<file path="src/rtl/scalar_scoreboard_ctrl_pkg.sv">
// Shared types and sizes for the scalar scoreboard: row state, row contents,
// register status entries and the FU index encoding.
package scalar_scoreboard_ctrl_pkg;

   localparam int NREG  = 32;
   localparam int NFU   = 3;
   localparam int TAG_W = 2;
   localparam int REG_W = 5;

   typedef enum logic [TAG_W-1:0] {
      FU_ALU    = 2'd0,
      FU_LD_ST  = 2'd1,
      FU_BRANCH = 2'd2
   } fu_scalar;

   typedef enum logic [1:0] {
      SB_FREE = 2'd0,
      SB_WAIT = 2'd1,
      SB_EXEC = 2'd2
   } sb_state_t;

   // One register status entry: pending write and which FU will produce it.
   typedef struct packed {
      logic             busy;
      logic [TAG_W-1:0] tag;
   } rst_s_row_t;

   // One FU status row.
   typedef struct packed {
      sb_state_t        state;
      logic             rd_en;
      logic [REG_W-1:0] rd;
      logic             rs1_en;
      logic [REG_W-1:0] rs1;
      logic             rs2_en;
      logic [REG_W-1:0] rs2;
      logic [TAG_W-1:0] t1;
      logic [TAG_W-1:0] t2;
      logic             r1;
      logic             r2;
   } sb_row_t;

   // A used register operand that is still waiting on a producer (x0 never waits).
   function automatic logic reg_pending(input logic en, input logic [REG_W-1:0] r,
                                        input rst_s_row_t e);
      return en && (r != '0) && e.busy;
   endfunction

endpackage

</file>
<file path="src/rtl/scalar_scoreboard_ctrl_rr_arbiter.sv">
// Round-robin arbiter: combinational one-hot grant, priority starts at a
// pointer that moves to just past the last winner.
module rr_arbiter #(
   parameter int N  = 3,
   parameter int IW = 2
) (
   input  logic          CLK,
   input  logic          nRST,
   input  logic [N-1:0]  req,
   output logic [N-1:0]  grant,
   output logic          grant_valid,
   output logic [IW-1:0] grant_idx
);

   logic [IW-1:0] ptr;
   logic [N-1:0]  req_hi;
   logic [N-1:0]  sel;

   // Prefer requesters at or above the pointer; otherwise wrap to the lowest one.
   always_comb begin
      req_hi      = '0;
      grant       = '0;
      grant_idx   = '0;
      grant_valid = |req;
      for (int k = 0; k < N; k++) begin
         req_hi[k] = req[k] && (IW'(k) >= ptr);
      end
      sel = (|req_hi) ? req_hi : req;
      for (int k = N - 1; k >= 0; k--) begin
         if (sel[k]) begin
            grant_idx = IW'(k);
         end
      end
      for (int k = 0; k < N; k++) begin
         grant[k] = grant_valid && (grant_idx == IW'(k));
      end
   end

   // Rotate priority to the requester after the winner.
   always_ff @(posedge CLK or negedge nRST) begin
      if (!nRST) begin
         ptr <= '0;
      end else if (grant_valid) begin
         ptr <= (grant_idx == IW'(N - 1)) ? '0 : grant_idx + IW'(1);
      end
   end

endmodule

</file>
<file path="src/rtl/scalar_scoreboard_ctrl.sv">
// Scoreboard for the scalar FUs: register status table, per-FU status rows,
// dispatch hazard checks, operand wakeup and writeback-port arbitration.
module scalar_scoreboard_ctrl
   import scalar_scoreboard_ctrl_pkg::*;
(
   input  logic                   CLK,
   input  logic                   nRST,
   input  logic                   disp_valid,
   output logic                   disp_ready,
   input  logic [TAG_W-1:0]       disp_fu,
   input  logic                   disp_rd_en,
   input  logic                   disp_rs1_en,
   input  logic                   disp_rs2_en,
   input  logic [REG_W-1:0]       disp_rd,
   input  logic [REG_W-1:0]       disp_rs1,
   input  logic [REG_W-1:0]       disp_rs2,
   output logic [NFU-1:0]         issue_valid,
   input  logic [NFU-1:0]         issue_ack,
   output logic [NFU*REG_W-1:0]   issue_rd,
   output logic [NFU*REG_W-1:0]   issue_rs1,
   output logic [NFU*REG_W-1:0]   issue_rs2,
   input  logic [NFU-1:0]         wb_valid,
   output logic [NFU-1:0]         wb_ready,
   output logic                   rf_wen,
   output logic [REG_W-1:0]       rf_waddr,
   output logic [TAG_W-1:0]       rf_wsel
);

   sb_row_t    row_reg  [NFU];
   sb_row_t    row_next [NFU];
   rst_s_row_t rst_reg  [NREG];
   rst_s_row_t rst_next [NREG];

   logic [NFU-1:0]   elig;
   logic [NFU-1:0]   gnt;
   logic             gnt_valid;
   logic [TAG_W-1:0] gnt_idx;
   sb_row_t          g_row;

   logic row_free;
   logic accept;
   logic disp_r1;
   logic disp_r2;

   genvar gi;
   generate
      for (gi = 0; gi < NFU; gi++) begin : g_row_out
         logic war_hit;

         assign issue_valid[gi] = (row_reg[gi].state == SB_WAIT) && row_reg[gi].r1 && row_reg[gi].r2;
         assign issue_rd [gi*REG_W +: REG_W] = row_reg[gi].rd;
         assign issue_rs1[gi*REG_W +: REG_W] = row_reg[gi].rs1;
         assign issue_rs2[gi*REG_W +: REG_W] = row_reg[gi].rs2;

         // Hold this row's write while another waiting row still has to read the old value.
         // A row that writes nothing cannot clobber anything, so rd_en gates the check.
         always_comb begin
            war_hit = 1'b0;
            for (int j = 0; j < NFU; j++) begin
               if (j != gi && row_reg[j].state == SB_WAIT &&
                   row_reg[gi].rd_en && row_reg[gi].rd != '0 &&
                   ((row_reg[j].rs1_en && row_reg[j].r1 && row_reg[j].rs1 == row_reg[gi].rd) ||
                    (row_reg[j].rs2_en && row_reg[j].r2 && row_reg[j].rs2 == row_reg[gi].rd))) begin
                  war_hit = 1'b1;
               end
            end
         end

         assign elig[gi] = (row_reg[gi].state == SB_EXEC) && wb_valid[gi] && !war_hit;
      end
   endgenerate

   rr_arbiter #(
      .N  (NFU),
      .IW (TAG_W)
   ) u_wb_arb (
      .CLK         (CLK),
      .nRST        (nRST),
      .req         (elig),
      .grant       (gnt),
      .grant_valid (gnt_valid),
      .grant_idx   (gnt_idx)
   );

   assign g_row    = row_reg[gnt_idx];
   assign wb_ready = gnt;
   assign rf_wsel  = gnt_idx;
   assign rf_wen   = gnt_valid && g_row.rd_en && (g_row.rd != '0);
   assign rf_waddr = gnt_valid ? g_row.rd : '0;

   // Dispatch admission from registered state only; an out-of-range FU matches no row.
   always_comb begin
      row_free = 1'b0;
      for (int i = 0; i < NFU; i++) begin
         if (disp_fu == TAG_W'(i) && row_reg[i].state == SB_FREE) begin
            row_free = 1'b1;
         end
      end
   end

   assign disp_ready = row_free && !reg_pending(disp_rd_en, disp_rd, rst_reg[disp_rd]);
   assign accept     = disp_valid && disp_ready;

   // An operand whose producer is granted this very cycle is captured as ready.
   assign disp_r1 = !reg_pending(disp_rs1_en, disp_rs1, rst_reg[disp_rs1]) ||
                    (gnt_valid && gnt_idx == rst_reg[disp_rs1].tag);
   assign disp_r2 = !reg_pending(disp_rs2_en, disp_rs2, rst_reg[disp_rs2]) ||
                    (gnt_valid && gnt_idx == rst_reg[disp_rs2].tag);

   // Row FSMs, operand wakeup and register status updates.
   always_comb begin
      row_next = row_reg;
      rst_next = rst_reg;
      for (int i = 0; i < NFU; i++) begin
         case (row_reg[i].state)
            SB_FREE: begin
               if (accept && disp_fu == TAG_W'(i)) begin
                  row_next[i].state  = SB_WAIT;
                  row_next[i].rd_en  = disp_rd_en;
                  row_next[i].rd     = disp_rd;
                  row_next[i].rs1_en = disp_rs1_en;
                  row_next[i].rs1    = disp_rs1;
                  row_next[i].rs2_en = disp_rs2_en;
                  row_next[i].rs2    = disp_rs2;
                  row_next[i].t1     = rst_reg[disp_rs1].tag;
                  row_next[i].t2     = rst_reg[disp_rs2].tag;
                  row_next[i].r1     = disp_r1;
                  row_next[i].r2     = disp_r2;
               end
            end
            SB_WAIT: begin
               if (issue_valid[i] && issue_ack[i]) begin
                  row_next[i].state = SB_EXEC;
               end else begin
                  if (gnt_valid && !row_reg[i].r1 && row_reg[i].t1 == gnt_idx) begin
                     row_next[i].r1 = 1'b1;
                  end
                  if (gnt_valid && !row_reg[i].r2 && row_reg[i].t2 == gnt_idx) begin
                     row_next[i].r2 = 1'b1;
                  end
               end
            end
            SB_EXEC: begin
               if (gnt[i]) begin
                  row_next[i].state = SB_FREE;
               end
            end
            default: begin
               row_next[i].state = SB_FREE;
            end
         endcase
      end
      // Release the destination only if this FU is still its recorded producer.
      if (gnt_valid && g_row.rd_en && g_row.rd != '0 && rst_reg[g_row.rd].tag == gnt_idx) begin
         rst_next[g_row.rd].busy = 1'b0;
      end
      if (accept && disp_rd_en && disp_rd != '0) begin
         rst_next[disp_rd].busy = 1'b1;
         rst_next[disp_rd].tag  = disp_fu;
      end
   end

   // State registers; reset discards every in-flight instruction.
   always_ff @(posedge CLK or negedge nRST) begin
      if (!nRST) begin
         for (int i = 0; i < NFU; i++) begin
            row_reg[i] <= '0;
         end
         for (int r = 0; r < NREG; r++) begin
            rst_reg[r] <= '0;
         end
      end else begin
         row_reg <= row_next;
         rst_reg <= rst_next;
      end
   end

endmodule

</file>
<file path="config.mk">
export PLATFORM = sky130hd
export DESIGN_NAME = scalar_scoreboard_ctrl
export DESIGN_NICKNAME = d
export VERILOG_FILES = /design/src/rtl/scalar_scoreboard_ctrl_pkg.sv /design/src/rtl/scalar_scoreboard_ctrl_rr_arbiter.sv /design/src/rtl/scalar_scoreboard_ctrl.sv
export SDC_FILE = /design/constraint.sdc
export NUM_CORES = 1
export LEC_CHECK = 0
export BUFFER_PORTS_ARGS = -buffer_cell sky130_fd_sc_hd__buf_2
export CAP_MARGIN = 15
export CORE_ASPECT_RATIO = 0.75
export CORE_MARGIN = 3
export CORE_UTILIZATION = 50
export DETAILED_ROUTE_END_ITERATION = 8
export PLACE_DENSITY = 0.71
export SLEW_MARGIN = 40
export SYNTH_ARGS = -nofsm -noshare
export SYNTH_HDL_FRONTEND = slang
export SYNTH_SLANG_ARGS = --single-unit
</file>
<file path="constraint.sdc">
create_clock -name CLK -period 4.65 [get_ports CLK]
set_clock_uncertainty 0.1 [all_clocks]
set_input_delay 0.2325 -clock CLK [delete_from_list [all_inputs] [get_ports CLK]]
set_output_delay 0.2325 -clock CLK [all_outputs]
set_load 0.03 [all_outputs]
</file>
Yosys cells after proc, flatten, opt, wreduce, memory -nomap -nowiden

Cells that the tools add are included.

Register bits after elaboration: 176
Latch bits: 0
Bits in writable memories: 0
Memory bits (read-only): 0
Input port bits: 29
Output and inout port bits: 60
Memories kept: 0

Add/sub/neg operators: 1
Multiply operators: 0
Div/mod/pow operators: 0
$lt $le $gt $ge: 10
Eq/ne operators: 49
Shift operators: 0
Mux-type cells: 65
Bitwise gates (word level): 5
Reduce and logical (&&, ||, !) cells: 141

Operators with widths:

| operator                                                                      | number |
|---|---|
| 96-bit bitwise mux                                                            | 3 |
| 96-bit two-way mux                                                            | 2 |
| 1-bit logical AND                                                             | 92 |
| 26-bit two-way mux                                                            | 3 |
| 3-bit binary-select mux with 5-bit select                                     | 4 |
| 5-bit equality test                                                           | 12 |
| 26-bit binary-select mux with 2-bit select                                    | 1 |
| 24-bit two-way mux                                                            | 2 |
| 3-bit demux with 5-bit select                                                 | 3 |
| 5-bit nonzero test                                                            | 7 |
| 2-bit two-way mux                                                             | 16 |
| 3-bit two-way mux                                                             | 9 |
| 6-bit greater-or-equal comparator (second input constant)                     | 4 |
| 2-bit by 1-bit inequality test with 1-bit output (second input constant)      | 12 |
| 5-bit NOT with 6-bit output                                                   | 4 |
| 4-bit AND reduction                                                           | 6 |
| 2-bit equality test                                                           | 9 |
| 2-bit one-hot mux with 3 select lines                                         | 3 |
| 1-bit two-way mux                                                             | 15 |
| 1-bit zero test                                                               | 12 |
| 6-bit by 1-bit less-than comparator with 1-bit output (second input constant) | 2 |
| 2-bit inequality test (second input constant)                                 | 6 |
| 2-bit one-hot mux with 2 select lines                                         | 3 |
| 2-bit by 1-bit equality test with 1-bit output (second input constant)        | 5 |
| other kinds (13)                                                              | 36 |

Logic depth before layout (Yosys ltp)

Gate-level depths: netlist of the first run.

Depth after elaboration: 28
Mapped depth: 19
Mapped depth without buffers: 15

Modules after synthesis

From an unflattened synthesis of the first run, not the netlist that was laid out.

Cells, all modules: 1025
Area, all modules: 11639.9 µm²

Modules (own cells, without submodules):

| module                 | instances | cells an instance | area each (µm²) | sequential area each (µm²) |
|---|---|---|---|---|
| scalar_scoreboard_ctrl | 1         | 1002              | 11431.0         | 4354.2 |
| rr_arbiter             | 1         | 23                | 209.0           | 50.0 |

Worst setup path before layout of the first run

No wires, ideal clock.

Path type: register to register
From: register row_reg, in the netlist issue_rd[0]
To: register rst_reg[23] (netlist bit)
Setup time: 150 ps
Data arrival time: 4178 ps
Data required time: 4400 ps
Setup slack: 223 ps
Stages on the path, launching flop included: 17
Buffers on the path: 3
Period minus slack after synthesis: 4427 ps
Cells stage by stage: dfrtp_1 > buf_2 > or4_1 > o21ai_2 > nand2b_1 > o32ai_2 > o211ai_1 > a21o_1 > buf_2 > mux2i_1 > mux2i_1 > o22ai_1 > or4_1 > or4_1 > a21oi_2 > buf_4 > a41oi_1

RTL lines:

| element                | line                          | source |
|---|---|---|
| from (decl)            | scalar_scoreboard_ctrl.sv:29  | `sb_row_t row_reg [NFU];` |
| from (signal assigned) | scalar_scoreboard_ctrl.sv:173 | `row_reg <= row_next;` |
| to (signal assigned)   | scalar_scoreboard_ctrl.sv:174 | `rst_reg <= rst_next;` |
| to (decl)              | scalar_scoreboard_ctrl.sv:31  | `rst_s_row_t rst_reg [NREG];` |

==> results of run 1 <==
repair_timing:
action / CTS / global route
hold endpoints to repair: 92 / 0
hold buffers: 5 / 0
setup endpoints to repair: 31 / 32
buffers inserted: 7 / 8
gates cloned: 3 / 0
pin swaps: 11 / 10
gates resized for setup: 16 / 37
cell usage in the layout, fill, tap and decap left out, types with 5 or more instances in the layout:
cell type,netlist,layout
dfrtp_1,176,171
mux2_2,130,129
buf_2,14,87
buf_4,48,82
a21oi_1,79,78
nand2_1,73,71
mux2i_1,64,63
xor2_1,61,61
mux4_2,48,48
nor2_1,36,36
o21ai_0,23,21
nand3_1,19,19
inv_1,17,17
clkbuf_16,0,17
a31oi_1,16,16
nor3_1,16,13
nor4_1,15,13
a22oi_1,13,12
a41oi_1,15,10
xnor2_1,10,9
buf_6,1,9
nand2b_1,9,8
o22ai_1,8,7
nor3b_1,6,6
and3_1,6,6
buf_12,0,6
nor2b_1,5,5
a41oi_2,0,5
inv_6,0,5
dlygate4sd3_1,0,5
dfrtp_2,0,5
kinds of logic (layout without fill, tap and decap cells):
group,count (synthesis),in the layout,synth area share [%]
multiplexers,242,242,28.2
buffers and inverters,150,241,6.81
other,0,1,0
AO/OA/AOI/OAI,195,195,11.2
flip-flops,176,176,39.0
AND/OR/NAND/NOR,211,211,9.26
XOR/XNOR,71,71,5.51
per-stage QoR:
step	setup WS (ns)	hold WS, ns
after floorplan	0.223	-0.163
after CTS	-0.00285	0.0232
after global placement	-0.139	0.260
after global routing	-0.178	0.0431
final	-0.0796	0.0358
after detailed placement	-0.151	0.270
cell type report:
type | count | area share [%]
clock inverter | 13 | 0.992
multi-input combinational | 719 | 48.2
antenna | 1 | 0.0191
clock buffer | 19 | 3.30
timing repair buffer | 192 | 10.6
inverter | 17 | 0.486
tap | 288 | 2.75
sequential | 176 | 33.6
layer usage:
metal | vias up | GRT usage [%]
li1 | 3967 | -
met1 | 4717 | 44.2
met2 | 611 | 40.6
met3 | 82 | 12.0
met4 | 0 | 9.79
met5 | - | 0
path summary, 6_finish.rpt:
| kind | startpoint | slack [ns] | cells after the start | to |
|---|---|---|---|---|
| max in group asynchronous | nRST | 3.16 | 3 | row_reg[1] |
| max reg2reg | issue_rd[0] | -0.08 | 18 | rst_reg[11] |
| min | disp_rd_en | 0.04 | 2 | row_reg[23] |
| max | issue_rd[0] | -0.08 | 18 | rst_reg[11] |
| min in group asynchronous | nRST | 0.31 | 2 | rst_reg[74] |
| min reg2reg | rst_reg[95] | 0.32 | 0 | rst_reg[95] |
power groups by stage:
| stage | Clock, W | Sequential (W) | Combinational, W |
|---|---|---|---|
| global route | 0.00149 | 0.00260 | 0.00467 |
| detailed placement | 0 | 0.00253 | 0.00395 |
| global placement | 0 | 0.00251 | 0.00393 |
| floorplan | 0 | 0.00234 | 0.00292 |
| finish | 0.00141 | 0.00254 | 0.00441 |
| CTS | 0.00143 | 0.00251 | 0.00416 |
==> flow_summary_export.csv, run 1 <==
group,metric,value,unit
synth,ys_top_cells_by_area,"dfrtp_1 (39%), mux2_2 (13%), mux4_2 (9.6%)",
detailed_routing,dr_total_vias,9377,
detailed_routing,wl,37000,um
cells_and_area,nFillCells,1796,
cts,ctsHtreeMaxLevel,4,
setup_path,cpMostUsedCell,"or4_4",
cells_and_area,syn_to_final_growth,16.3,%
pwr,swShare,43.7,%
cells_and_area,multiInputGateArea,6330,um2
setup_path,crit_type,"flip-flop to flip-flop",
cts,cts.sinks,176,
floorplanning,placementRows,46,
cells_and_area,final_util,60.6,%
setup_path,slowest_stage,"or4_4",
setup_path,start_kind,"flip-flop",
sta,setup_viol,18,
pwr,intPower,0.00470,W
pwr,power,0.00836,W
cts,clk_path_buf_depth,2,
cells_and_area,instances_no_fill,1425,
synth,synth_most_common_cell,"dfrtp_1",
cts,ctsRootBufferMaster,"clkbuf_16",
pwr,leakage,5.96,nW
synth,yosys.area.top_type_share,39.0,%
flow_run,cap_violations,0,
detailed_routing,drt-pass1-iter-count,6,
place,place_area,12100,um2
detailed_routing,drt_iter0_drc,1180,
sta,setup_tns,-0.742,ns
detailed_routing,top_layer,"met4",
sta,fin_crit,4.73,ns
synth,syn_avg_cell_area,10.8,um2
min_path,worstHoldPathType,"input port to flip-flop",
sta,fin_crit_sh,102,%
synth,yosys_warnings,0,
pwr,p_seq_share,30.4,%
setup_path,required,4.84,ns
synth,syn_inst,1045,
detailed_routing,ant_nets,0,
setup_path,critical_path.max_stage_delay,0.56,ns
synth,yosysTopAreaCell,"dfrtp_1",
global_routing,grt-ovfl-total,0,
synth,netlist_top_cells_count,"dfrtp_1 (176), mux2_2 (130), a21oi_1 (79), nand2_1 (73), mux2i_1 (64)",
cells_and_area,largest_reg_flops,96,
pwr,p_comb_share,52.7,%
setup_path,cp_max_fo,8,
place,dp.cells,1371,
floorplanning,die_y,136,um
floorplanning,die_area,24400,um2
global_routing,grt_max_degree,92,
sta,timing.final.ws_setup,-0.0796,ns
place,dp.final_hpwl,25900,um
setup_path,crit_path_end_kind,"flip-flop",
detailed_routing,met3_length,5100,um
place,port-buffer-count,88,
synth,synthArstFlopShare,100,%
detailed_routing,avgRoutedWirePerCell,25.9,um
pwr,pwr-share-clk,16.9,%
floorplanning,core_area,21600,um2
detailed_routing,route.detailed.drc,0,
outcome,outcome,"finished with violations",
synth,ys_types,61,
global_routing,track_usage,30.1,%
cells_and_area,stdcell_area,13100,um2
outcome,failed_checks,"negative setup slack",
detailed_routing,via_per_inst,6.58,
floorplanning,die_w,179,um
detailed_routing,wl_met1,15800,um
sta,worst_pin_slew,0.823,ns
cells_and_area,nets,1152,
sta,slew_violations,0,
cts,clkTransAtPathRegs,0.07,ns
cells_and_area,drive_above_1_share,38.6,%
floorplanning,ios,89,
sta,rsz0062_at_grt,"yes",
sta,fmax,211,MHz
synth,ys_seq_area_share,39.0,%
setup_path,worstPathCellList,"or4_4 > o21ai_4 > nand2b_4 > o32ai_4 > or3b_4 > a21bo_4 > a31oi_4 > buf_12 > buf_6 > mux2i_1 > mux2i_1 > o22ai_2 > or4_4 > or4_4 > a21oi_4 > buf_6 > buf_16 > a41oi_2",
synth,syn-num-nets,1074,
synth,synth-edff-count,0,
sta,slew_headroom,44.9,%
floorplanning,start_util,52.2,%
cells_and_area,ff_latch_area,4410,um2
pwr,vdd_drop_max,0.337,mV
detailed_routing,wl_met2,15100,um
pwr,power.density,637,nW/um2
setup_path,cp_top_family,"simple AND/OR/NAND/NOR gates",
cts,cts_buffers,17,
setup_path,critPathArrivalTime,4.92,ns
synth,syn_area,11300,um2
sta,hold_viol,0,
synth,ys_ff_latch,176,
setup_path,critPathBufInv,4,
synth,synth_ff_type,"dfrtp_1",
place,gp_congestion,1.05,
cts,clock_latency,0.45,ns
global_routing,grt_pass1_vias,8863,
cts,cts_tree,"yes",
global_routing,grt_pass1_wl,55500,um
global_routing,antenna_found_initial,0,
pwr,p_sw,0.00366,W
(Power assumes the default switching activity.)
==> inputs of run 2 (changes only) <==
--- a/config.mk
+++ b/config.mk
@@ -11,7 +11,7 @@
 export CORE_MARGIN = 3
 export CORE_UTILIZATION = 50
 export DETAILED_ROUTE_END_ITERATION = 8
-export PLACE_DENSITY = 0.71
+export PLACE_DENSITY = 0.68
 export SLEW_MARGIN = 40
 export SYNTH_ARGS = -nofsm -noshare
 export SYNTH_HDL_FRONTEND = slang
==> constraint.sdc (replaced) <==
create_clock -name CLK -period 4.38 [get_ports CLK]
set_clock_uncertainty 0.1 [all_clocks]
set_input_delay 0.219 -clock CLK [delete_from_list [all_inputs] [get_ports CLK]]
set_output_delay 0.219 -clock CLK [all_outputs]
set_load 0.03 [all_outputs]
==> flow_summary_export.csv, run 2 (synthesis gave the netlist of run 1 again) <==
group,metric,value,unit
outcome,outcome,"finished with violations",
outcome,failed_checks,"negative setup slack",
cells_and_area,mostFrequentLayoutCells,"dfrtp_1 (173), mux2_2 (129), buf_4 (119)",
setup_path,cpMostUsedCell,"buf_4",
pwr,leakage,6.09,nW
min_path,hold-path-cell-count,2,
cells_and_area,largest_reg_flops,96,
flow_run,cap_violations,0,
place,pre_cts_ws,-0.365,ns
detailed_routing,ant_nets,0,
sta,fmax,209,MHz
cells_and_area,diodes,0,
detailed_routing,via_per_inst,6.46,
detailed_routing,avgRoutedWirePerCell,25.9,um
cells_and_area,nets,1185,
cells_and_area,stdcell_area,13400,um2
cts,cts_tree,"yes",
cts,clk_path_buf_depth,2,
floorplanning,die_w,179,um
sta,fin_crit_sh,109,%
cts,cts.sinks,176,
sta,slew_headroom,41.5,%
pwr,swShare,43.8,%
floorplanning,placementRows,46,
sta,timing.final.ws_setup,-0.401,ns
sta,worst_pin_slew,0.878,ns
floorplanning,die_area,24400,um2
setup_path,worstPathCellList,"or4_4 > o21ai_4 > nand2b_4 > o32ai_4 > buf_4 > o211ai_1 > a21o_2 > nand2_2 > o221ai_4 > buf_12 > buf_4 > mux2i_1 > o22ai_1 > nor4_1 > buf_4 > xnor2_1 > a21oi_4 > clkbuf_16 > a41oi_1",
sta,hold_viol,0,
global_routing,grt-ovfl-total,0,
setup_path,critPathArrivalTime,4.96,ns
setup_path,cp_max_fo,13,
pwr,p_sw,0.00394,W
floorplanning,die_y,136,um
global_routing,grt_pass1_vias,8894,
cells_and_area,multiInputGateArea,6320,um2
setup_path,cp_top_family,"compound AO/OA/AOI/OAI gates",
pwr,p_seq_share,29.7,%
floorplanning,start_util,52.2,%
cells_and_area,syn_to_final_growth,18.4,%
setup_path,r2r_cells,19,
detailed_routing,dr_total_vias,9418,
detailed_routing,route.detailed.drc,0,
pwr,power.density,674,nW/um2
setup_path,required,4.56,ns
pwr,vdd_drop_max,0.351,mV
global_routing,grt_pass1_wl,56400,um
cells_and_area,nFillCells,1823,
setup_path,slowest_stage,"or4_4",
min_path,worstHoldPathType,"input port to flip-flop",
detailed_routing,drt-pass1-iter-count,5,
sta,rsz0062_at_grt,"yes",
pwr,pwr-share-clk,16.4,%
sta,fin_crit,4.78,ns
setup_path,critical_path.max_stage_delay,0.56,ns
floorplanning,core_area,21600,um2
place,gp_congestion,0.983,
cts,cts_buffers,17,
place,place_area,12400,um2
setup_path,crit_path_end_kind,"flip-flop",
cts,ctsHtreeMaxLevel,4,
sta,setup_tns,-11.32,ns
detailed_routing,drt_iter0_drc,1292,
place,dp.final_hpwl,26700,um
sta,setup_viol,31,
setup_path,crit_type,"flip-flop to flip-flop",
cts,clock_latency,0.45,ns
setup_path,start_kind,"flip-flop",
pwr,intPower,0.00506,W
detailed_routing,wl,37700,um
floorplanning,ios,89,
pwr,power,0.00901,W
setup_path,path_depth,19,
global_routing,antenna_found_initial,0,
cells_and_area,layout.cells.most_common,"dfrtp_1",
global_routing,track_usage,30.6,%
pwr,p_comb_share,53.9,%
global_routing,grt_max_degree,104,
cts,clkTransAtPathRegs,0.07,ns
cells_and_area,ff_latch_area,4410,um2
sta,slew_violations,0,
cells_and_area,drive_above_1_share,40.5,%
place,port-buffer-count,88,
setup_path,critPathBufInv,5,
cts,ctsRootBufferMaster,"clkbuf_16",
-- run 2: cell types whose count changed in the layout (fill, tap and decap cells not counted), moves of 3 or more --
cell    previous run  this run
buf_12             6         9
nor4_2             2         5
buf_6              9         2
buf_4             82       119
nor4_1            13        10
-- run 2: power groups by stage --
stage | sequential [W] | clock (W) | combinational, W
floorplan | 0.00248 | 0 | 0.00311
global placement | 0.00263 | 0 | 0.00444
detailed placement | 0.00266 | 0 | 0.00447
CTS | 0.00264 | 0.00149 | 0.00452
global route | 0.00272 | 0.00156 | 0.00515
finish | 0.00268 | 0.00148 | 0.00486
-- run 2: worst paths after layout --
| kind | startpoint | endpoint | slack (ns) |
|---|---|---|---|
| max | issue_rd[3] | rst_reg[17] | -0.40 |
| min | disp_rd_en | row_reg[49] | 0.02 |
| max reg2reg | issue_rd[3] | rst_reg[17] | -0.40 |
| min reg2reg | rst_reg[95] | rst_reg[95] | 0.34 |
| max in group asynchronous | nRST | rst_reg[16] | 2.89 |
| min in group asynchronous | nRST | rst_reg[80] | 0.27 |
-- run 2: layout make-up --
| class | count | area share (%) |
|---|---|---|
| clock buffer | 20 | 3.49 |
| clock inverter | 12 | 0.721 |
| multi-input combinational | 719 | 47.3 |
| sequential | 176 | 33.0 |
| inverter | 17 | 0.477 |
| tap | 288 | 2.70 |
| timing repair buffer | 225 | 12.3 |
-- run 2: what timing repair did --
action                                  in CTS  in global routing
hold endpoints to repair                    81                  0
cloned                                       0                  2
endpoints found under the setup margin      32                 32
setup buffers                                2                  9
hold buffers                                 5                  0
resized for setup                            7                 35
pin swaps                                    4                  9
-- run 2: routing by layer --
layer  global-route usage [%]  share of wire (%)  vias up
met2                     41.7                 42      553
li1                         -                  -     4025
met3                     13.6                 13       46
met1                     45.1                 44     4794
met4                     6.05                1.2        0
met5                        0                  0        -
-- run 2: metrics by stage --
stage	utilization [%]	hold WS, ns	std cells
6_report	61.8	0.0243	1457
5_1_grt	61.8	0.0164	1457
4_1_cts	60.4	0.0134	1447
3_5_place_dp	57.4	0.202	1408
3_3_place_gp	57.4	0.198	1408
2_1_floorplan	-	-0.177	1045
